<file path="src/rtl/instr_fetch_seq_pkg.sv">
// rtl/instr_fetch_seq_pkg.sv - shared types and helpers for the instruction fetch sequencer
package instr_fetch_seq_pkg;

    typedef enum logic [1:0] {
        IDLE  = 2'd0,
        FETCH = 2'd1,
        HOLD  = 2'd2
    } fetch_state_t;

    // Beat counter width; a single-beat instruction still needs one bit.
    function automatic int beat_cnt_w(input int beats);
        return (beats > 1) ? $clog2(beats) : 1;
    endfunction

endpackage

</file>
<file path="src/rtl/instr_fetch_seq_lane_reg.sv">
// rtl/instr_fetch_seq_lane_reg.sv - one instruction lane: load-enabled register with sync clear
module lane_reg #(
    parameter int W = 8
) (
    input  logic         clk,
    input  logic         clr_n,
    input  logic         load,
    input  logic [W-1:0] d,
    output logic [W-1:0] q
);

    always_ff @(posedge clk) begin
        if (!clr_n) begin
            q <= '0;
        end else if (load) begin
            q <= d;
        end
    end

endmodule

</file>
<file path="src/rtl/instr_fetch_seq.sv">
// rtl/instr_fetch_seq.sv - multi-beat sequential instruction fetcher with redirect
module instr_fetch_seq
    import instr_fetch_seq_pkg::*;
#(
    parameter int                ADDR_W   = 8,
    parameter int                BUS_W    = 8,
    parameter int                INSTR_W  = 32,
    parameter logic [ADDR_W-1:0] RESET_PC = '0,
    parameter int                BIG_END  = 0
) (
    input  logic               clk,
    input  logic               rstb,
    input  logic               run,
    input  logic               redirect,
    input  logic [ADDR_W-1:0]  redirect_pc,
    output logic               mem_req,
    output logic [ADDR_W-1:0]  mem_addr,
    input  logic [BUS_W-1:0]   mem_rdata,
    input  logic               mem_valid,
    output logic [INSTR_W-1:0] instr,
    output logic               instr_valid,
    input  logic               instr_ready,
    output logic [ADDR_W-1:0]  pc,
    output logic               busy
);

    localparam int BEATS = INSTR_W / BUS_W;
    localparam int CW    = beat_cnt_w(BEATS);

    fetch_state_t  state;
    logic [CW-1:0] beat;
    logic          last_beat;
    logic          accept_beat;

    assign last_beat   = (beat == CW'(BEATS - 1));
    assign accept_beat = (state == FETCH) && mem_valid && !redirect;
    // beat is held at zero outside FETCH, so this is simply pc there
    assign mem_addr    = pc + ADDR_W'(beat);

    always_ff @(posedge clk) begin
        if (!rstb) begin
            state       <= IDLE;
            beat        <= '0;
            pc          <= RESET_PC;
            mem_req     <= 1'b0;
            instr_valid <= 1'b0;
            busy        <= 1'b0;
        end else if (redirect) begin
            state       <= run ? FETCH : IDLE;
            beat        <= '0;
            pc          <= redirect_pc;
            mem_req     <= run;
            instr_valid <= 1'b0;
            busy        <= run;
        end else begin
            case (state)
                IDLE: begin
                    if (run) begin
                        state   <= FETCH;
                        beat    <= '0;
                        mem_req <= 1'b1;
                        busy    <= 1'b1;
                    end
                end
                FETCH: begin
                    if (mem_valid) begin
                        if (last_beat) begin
                            state       <= HOLD;
                            beat        <= '0;
                            mem_req     <= 1'b0;
                            instr_valid <= 1'b1;
                        end else begin
                            beat <= beat + CW'(1);
                        end
                    end
                end
                HOLD: begin
                    if (instr_ready) begin
                        pc          <= pc + ADDR_W'(BEATS);
                        state       <= run ? FETCH : IDLE;
                        mem_req     <= run;
                        instr_valid <= 1'b0;
                        busy        <= run;
                    end
                end
                default: begin
                    state       <= IDLE;
                    beat        <= '0;
                    mem_req     <= 1'b0;
                    instr_valid <= 1'b0;
                    busy        <= 1'b0;
                end
            endcase
        end
    end

    // Each lane is claimed by exactly one beat; BIG_END mirrors the mapping.
    for (genvar i = 0; i < BEATS; i++) begin : g_lane
        localparam int BEAT_SEL = (BIG_END != 0) ? (BEATS - 1 - i) : i;

        lane_reg #(.W(BUS_W)) u_lane (
            .clk   (clk),
            .clr_n (rstb),
            .load  (accept_beat && (beat == CW'(BEAT_SEL))),
            .d     (mem_rdata),
            .q     (instr[i*BUS_W +: BUS_W])
        );
    end

endmodule

</file>
<file path="config.mk">
export PLATFORM = sky130hd
export DESIGN_NAME = instr_fetch_seq
export DESIGN_NICKNAME = d
export VERILOG_FILES = /design/src/rtl/instr_fetch_seq_pkg.sv /design/src/rtl/instr_fetch_seq_lane_reg.sv /design/src/rtl/instr_fetch_seq.sv
export SDC_FILE = /design/constraint.sdc
export NUM_CORES = 1
export LEC_CHECK = 0
export ABC_AREA = 1
export CORE_MARGIN = 5
export CORE_UTILIZATION = 60
export DETAILED_ROUTE_END_ITERATION = 12
export DONT_BUFFER_PORTS = 1
export GPL_TIMING_DRIVEN = 0
export PLACE_DENSITY = 0.76
export SLEW_MARGIN = 25
export SYNTH_ARGS = -nofsm -noshare
export SYNTH_HDL_FRONTEND = slang
export SYNTH_SLANG_ARGS = --single-unit
export TNS_END_PERCENT = 30
</file>
<file path="constraint.sdc">
create_clock -name clk -period 1.8 [get_ports clk]
set_input_delay 0.18 -clock clk [delete_from_list [all_inputs] [get_ports clk]]
set_output_delay 0.18 -clock clk [all_outputs]
set_load 0.05 [all_outputs]
</file>
; Word level (Yosys, flattened, before mapping)
; Cells that the tools add are included.
[totals]
ff_bits = 47
latchBits = 0
ramBits = 0
mem_bits_ro = 0
in_bits = 22
out_inout_bits = 51
elab_cells = 73
memories = 0
[op_classes]
n_addsub = 3
n_mul = 0
div_mod_pow = 0
order_cmp = 0
n_eq_ne = 14
n_shift = 0
muxes = 26
bitwise_logic = 3
reduce_logical = 17
[ops]
columns = cell, count
row1 = 8-bit 2-to-1 mux, 3
row2 = 2-bit 2-to-1 mux, 8
row3 = "3-bit inequality test, second input constant", 4
row4 = 2-bit case mux with 3 select lines, 2
row5 = 1-bit 2-to-1 mux, 10
row6 = "2-bit inequality test, second input constant", 5
row7 = 1-bit case mux with 3 select lines, 3
row8 = 8-bit by 2-bit adder with 8-bit output, 1
row9 = "8-bit by 3-bit adder with 8-bit output, second input constant", 1
row10 = 4-bit AND reduction, 2
row11 = "2-bit == test, second input constant", 3
row12 = 1-bit logical AND, 6
row13 = 3-bit AND reduction, 2
row14 = "2-bit by 1-bit == test with 1-bit output, second input constant", 2
row15 = 2-bit zero test, 2
row16 = 2-bit nonzero test, 2
row17 = 1-bit inverter, 3
row18 = "2-bit by 1-bit adder with 2-bit output, second input constant", 1
row19 = 2-bit AND reduction, 1
row20 = 2-bit OR reduction, 1
row21 = 1-bit zero test, 1

; Logic depth before layout (Yosys ltp)
; Gate-level depths: netlist of run 1.
[logic_depth]
ltp_word = 5
depth_mapped = 9
depth_no_buf = 8

; By module
; A second synthesis of run 1 with hierarchy kept.
[hier_totals]
hier_cells = 363
area_unflattened_um2 = 2489.9
[by_module_without_submodules]
columns = mod, n_inst, cells_per_inst, area_per_inst_um2
row1 = lane_reg, 4, 51, 356.6
row2 = instr_fetch_seq, 1, 159, 1063.5

; Least setup slack after synthesis of run 1
; Ideal clock, no wire load.
[synth_timing]
path_kind = register -> output
startpoint = register pc[0]
endpoint = output port mem_addr[4]
t_arrival_ns = 2.586
setup_slack_ns = -0.966
path_stages_with_launch = 5
path_buffers = 0
path_cell_list = dfxtp_1 > ha_1 > inv_1 > fa_1 > o31ai_1
[synth_between]
elab_chain_cells = 1
[synth_lines]
columns = element, line_no
row1 = start: declaration, instr_fetch_seq.sv:23  ; output logic [ADDR_W-1:0] pc,
row2 = start signal: assignment, instr_fetch_seq.sv:51  ; pc <= redirect_pc;
row3 = start signal: assignment, instr_fetch_seq.sv:79  ; pc <= pc + ADDR_W'(BEATS);
row4 = 8-bit by 2-bit adder with 8-bit output, instr_fetch_seq.sv:38  ; assign mem_addr = pc + ADDR_W'(beat);
row5 = end: declaration, instr_fetch_seq.sv:17  ; output logic [ADDR_W-1:0] mem_addr,
; No other way between the ends.

; Worst setup path in the final report of run 1
; Ends and elaborated chain as after synthesis.

==> impl_metrics.env, run 1 <==
export IMPL_area_growth_pct=18.1
export IMPL_crit_path_top_delay_cell="o31ai_4"
export IMPL_timing_critical_path_buf_inv=1
export IMPL_die_x_um=73.2
export IMPL_sw_frac_of_total=0.322
export IMPL_syn_inst=358
export IMPL_layout_common_cells="nand2_1, nor2_1, inv_1, dfxtp_1, nand3_1"
export IMPL_cap_violations=0
export IMPL_grt_pass1_wl_um=9450
export IMPL_cpPeakStageDelay_ns=0.52
export IMPL_crit_chain="ha_4, inv_2, fa_2, o31ai_4"
export IMPL_path_clk_slew_ns=0.09
export IMPL_htree_levels=2
export IMPL_diodes=0
export IMPL_clk_latency_ns=0.31
export IMPL_fin_skew_ns=0.00577
export IMPL_powerDensity_mw_per_mm2=776
export IMPL_rsz0062_at_grt="yes"
export IMPL_cts_tree="yes"
export IMPL_holdWs_ns=0.00295
export IMPL_vias_per_cell=4.89
export IMPL_ys_seq_area_frac=0.393
export IMPL_grtUsageTotal=0.228
export IMPL_fmax_ghz=0.480
export IMPL_num_rows=23
export IMPL_worst_setup_path_type="flop to output pin"
export IMPL_yosys_warnings=0
export IMPL_gr_total_overflow=0
export IMPL_layout_commonest_cell="nand2_1"
export IMPL_cts_root_buf="clkbuf_8"
export IMPL_dr_pass1_iters=4
export IMPL_hpwlAfterDp_um=4070
export IMPL_period_share=1.16
export IMPL_p_int_uw=1490
export IMPL_setup_viol=7
export IMPL_drc=0
export IMPL_arrival_ns=1.90
export IMPL_numClockSinks=47
export IMPL_cts_made_buffers=5
export IMPL_finalHoldViolCount=0
export IMPL_relSlewSlack=0.502
export IMPL_drtIter0Drc=155
export IMPL_p_comb_frac=0.129
export IMPL_cts_path_max_buffers=2
export IMPL_endpoint_kind="output pin"
export IMPL_final_antenna_net_count=0
export IMPL_finalCriticalPeriod_ns=2.08
export IMPL_synthesis_area_mm2=0.00239
export IMPL_synthDistinctLibCells=26
export IMPL_crit_family="adder cells"
export IMPL_violations="negative setup slack"
export IMPL_p_switching_uw=707
export IMPL_start_util=0.607
export IMPL_final_layout_size_suffix_gt1_frac=0.138
export IMPL_dp_worst_setup_slack_ns=-0.168
export IMPL_grt_pass1_vias=1959
export IMPL_outcome="finished with violations"
export IMPL_wl_um=5790
export IMPL_grt_max_degree=16
export IMPL_final_nets=405
export IMPL_synth_area_per_cell_um2=6.69
export IMPL_vias=2082
export IMPL_setup_ws_ns=-0.284
export IMPL_portBuffers=0
export IMPL_cp_required_ns=1.62
export IMPL_wl_per_cell_um=13.6
export IMPL_start_kind="flop"
export IMPL_p_seq_frac=0.555
export IMPL_io_pins=73
export IMPL_synth_seq_cells=47
export IMPL_antenna_found_initial=0
export IMPL_drv_slew=0
export IMPL_tightestPinTransition_ns=0.746
export IMPL_power_share_clock=0.316
export IMPL_dieArea_mm2=0.00535
export IMPL_syn_nets=388
export IMPL_leakage_uw=0.00148
export IMPL_coreArea_mm2=0.00394
export IMPL_hold_class="primary input to flop"
export IMPL_worstPathMaxFanout=4
export IMPL_globalplace_congestion=0.808
export IMPL_die_height_um=73.2
export IMPL_vdd_drop_max_mv=0.510
[cell families (layout without fill, tap and decap cells)]
kind of cell             count (synthesis)  count (layout)  share of synthesized area
flip-flops                              47              47                      0.393
adder cells (fa/ha/maj)                  8               8                     0.0450
XOR/XNOR                                 5               5                     0.0183
AO/OA/AOI/OAI                           27              27                     0.0617
buffers and inverters                   65              83                      0.118
AND/OR/NAND/NOR                        206             206                      0.364
[sequential cells by signal (all words and copies together), names as in the netlist]
name             flops
state                2
g_lane.u_lane.q     32
mem_req              1
pc                   8
beat                 2
instr_valid          1
busy                 1
[final timing paths]
| kind | from | endpoint | slack (ns) | depth (start not counted) |
|---|---|---|---|---|
| min reg2reg | beat[0] | beat[0] | 0.58 | 2 |
| max reg2reg | state[0] | g_lane[0].u_lane.q[3] | 0.36 | 8 |
| max | pc[0] | mem_addr[4] | -0.28 | 4 |
| min | mem_rdata[3] | g_lane[1].u_lane.q[3] | 0.003 | 2 |
[cell type report]
type	instances	area, um2
clock inverters	2	16.3
flip-flops and latches	47	963
fillers	324	1120
well taps	50	62.6
multi-input cells	246	1320
clock buffers	6	82.6
repair buffers	10	96.3
plain buffers	10	76.3
inverters	55	206
[power by group through the flow]
stage               registers, uW  logic, uW  clock network (uW)
floorplan                    1230        218                   0
detailed placement           1240        252                   0
global route                 1220        315                 749
CTS                          1220        278                 703
finish                       1220        283                 694
global placement             1240        247                   0
[through the flow]
step	utilization	instance area, um2	TNS, ns	total power (uW)	std cells
after floorplan	-	2480	-0.0488	1440	358
after global placement	0.644	2540	-0.465	1480	408
after detailed placement	0.644	2540	-0.474	1490	408
after CTS	0.710	2800	-1.53	2200	423
after global routing	0.717	2830	-1.82	2290	426
final	0.717	2830	-1.35	2190	426
[cell usage after synthesis (all sizes together)]
library cell  instances  area (um2)
nand2               103         437
nor2                 86         347
inv                  55         206
dfxtp                47         941
nand3                15        75.1
a21oi                14        70.1
o21ai                 9        45.0
buf                   7        65.1
ha                    7        87.6
xnor2                 4        35.0
clkbuf                3        11.3
a21o                  1        7.51
fa                    1        20.0
nand3b                1        7.51
nor3                  1        5.00
o211a                 1        10.0
o21bai                1        7.51
o31ai                 1        7.51
xor2                  1        8.76
[what timing repair did]
item	4_1_cts	5_1_grt
setup buffers	2	1
hold buffers	5	2
gates resized for setup	19	0
hold endpoints to repair	5	2
endpoints found under the setup margin	7	7
pin swaps	8	2
[routing by layer]
layer / track usage / vias up / wire (um)
met5: 0 / - / 0
met4: 0.0758 / 0 / 71
met3: 0.0716 / 7 / 506
met2: 0.355 / 64 / 2730
met1: 0.299 / 906 / 2480
li1: - / 1105 / -
No activity file was read; power rests on OpenSTA's default activity.
==> run 2: changes to the inputs <==
CTS_BUF_LIST = sky130_fd_sc_hd__clkbuf_4 sky130_fd_sc_hd__clkbuf_8   (was unset)
==> results of run 2 <==
The final DEF is identical to that of run 1; final timing and power are the same.
==> run 3: changes to the inputs <==
CORE_UTILIZATION = 40   (was 60)
PLACE_DENSITY = unset   (was 0.76)
SKIP_CTS_REPAIR_TIMING = 1   (was unset)
==> run 3 against run 2 <==
The run still ends with negative setup slack left. Critical path depth rose by 1. Routed wire length rose by 0.38%. Sequential power barely moved. Final area fell by 1.9%. Combinational power fell by 6%. Clock skew rose by 0.0028 ns. Sequential cell count did not move. Total power fell by 0.83%. First-iteration DRC count fell by 43%. Critical endpoint is now mem_addr[2]. Largest cell class unchanged. Largest power group unchanged. Highest routed layer unchanged.
==> impl_metrics.env, run 3 (synthesis gave the netlist of run 1 again) <==
export IMPL_finalHoldViolCount=0
export IMPL_start_util=0.407
export IMPL_final_setup_tns_ns=-1.44
export IMPL_dieArea_mm2=0.00763
export IMPL_p_total_uw=2180
export IMPL_area_growth_pct=15.9
export IMPL_top_register="g_lane.u_lane.q"
export IMPL_vias=2067
export IMPL_worst_setup_path_type="flop to output pin"
export IMPL_num_rows=28
export IMPL_dr_pass1_iters=5
export IMPL_hold_class="primary input to flop"
export IMPL_grtUsageTotal=0.158
export IMPL_hpwlAfterDp_um=4270
export IMPL_powerDensity_mw_per_mm2=785
export IMPL_relSlewSlack=0.505
export IMPL_largest_register_ffs=32
export IMPL_top_regs="g_lane.u_lane.q (32), pc (8)"
export IMPL_holdWs_ns=0.00360
export IMPL_topRoutingLayerUsed="met4"
export IMPL_htree_levels=2
export IMPL_dp_worst_setup_slack_ns=-0.178
export IMPL_arrival_ns=1.96
export IMPL_vdd_drop_max_mv=0.397
export IMPL_final_nets=398
export IMPL_fmax_ghz=0.467
export IMPL_start_kind="flop"
export IMPL_drtIter0Drc=89
export IMPL_io_pins=73
export IMPL_antenna_found_initial=0
export IMPL_portBuffers=0
export IMPL_numClockSinks=47
export IMPL_leakage_uw=0.00144
export IMPL_clk_latency_ns=0.30
export IMPL_diodes=0
export IMPL_layout_commonest_cell="nand2_1"
export IMPL_outcome="finished with violations"
export IMPL_tightestPinTransition_ns=0.742
export IMPL_grt_pass1_wl_um=9470
export IMPL_cts_tree="yes"
export IMPL_crit_chain="ha_4, inv_2, fa_2, buf_6, xnor2_4"
export IMPL_cts_made_buffers=5
export IMPL_cts_root_buf="clkbuf_8"
export IMPL_grt_pass1_vias=1927
export IMPL_endpoint_kind="output pin"
export IMPL_vias_per_cell=4.66
export IMPL_rsz0062_at_grt="yes"
export IMPL_wl_um=5810
export IMPL_setup_ws_ns=-0.341
export IMPL_final_antenna_net_count=0
export IMPL_die_height_um=87.4
export IMPL_crit_family="adder cells"
export IMPL_period_share=1.19
export IMPL_drt_met1_wl_um=2520
export IMPL_path_clk_slew_ns=0.09
export IMPL_worstPathMaxFanout=3
export IMPL_coreArea_mm2=0.00589
export IMPL_route_met2_wl_um=2680
export IMPL_fin_skew_ns=0.00861
export IMPL_crit_path_top_delay_cell="dfxtp_4"
export IMPL_violations="negative setup slack"
export IMPL_finalCriticalPeriod_ns=2.14
export IMPL_cpPeakStageDelay_ns=0.47
export IMPL_drv_slew=0
export IMPL_cap_violations=0
export IMPL_drc=0
export IMPL_wl_met3_um=533
export IMPL_globalplace_congestion=0.801
export IMPL_die_x_um=87.4
export IMPL_timing_critical_path_buf_inv=2
export IMPL_wl_per_cell_um=13.1
export IMPL_setup_viol=7
export IMPL_gr_total_overflow=0
export IMPL_grt_max_degree=16
export IMPL_cp_required_ns=1.62
export IMPL_cts_path_max_buffers=2
export IMPL_final_layout_size_suffix_gt1_frac=0.133
export IMPL_layout_common_cells="nand2_1, nor2_1, inv_1, dfxtp_1, nand3_1"
==> run 3: layout make-up <==
| type | count | area, um2 |
|---|---|---|
| Sequential cell | 47 | 963 |
| Inverter | 55 | 206 |
| Buffer | 10 | 76.3 |
| Timing Repair Buffer | 3 | 31.3 |
| Clock inverter | 2 | 15.0 |
| Clock buffer | 6 | 82.6 |
| Multi-Input combinational cell | 246 | 1310 |
| Tap cell | 75 | 93.8 |
| Fill cell | 612 | 3110 |
==> run 3: final timing paths <==
kind              slack [ns]         start  cells after the start                     to
setup / recovery       -0.34         pc[0]                      5            mem_addr[2]
hold / removal         0.004  mem_rdata[1]                      2  g_lane[0].u_lane.q[1]
setup reg to reg        0.38      state[0]                      8  g_lane[3].u_lane.q[7]
hold reg to reg         0.58       beat[0]                      2                beat[0]
==> run 3: through the flow <==
step	utilization	cell area [um2]	std cells
2_1_floorplan	-	2480	358
3_3_place_gp	0.437	2570	433
3_5_place_dp	0.437	2570	433
4_1_cts	0.453	2670	441
5_1_grt	0.471	2770	444
6_report	0.471	2770	444
==> run 3: layer usage <==
layer  vias up  track usage
met1       908        0.199
met5         -            0
met2        57        0.247
met4         0       0.0502
met3         7       0.0605
li1       1095            -
==> run 3: where the power goes <==
group / switching [uW] / internal, uW
sequential: 144 / 1070
combinational: 175 / 91.9
clock: 378 / 315
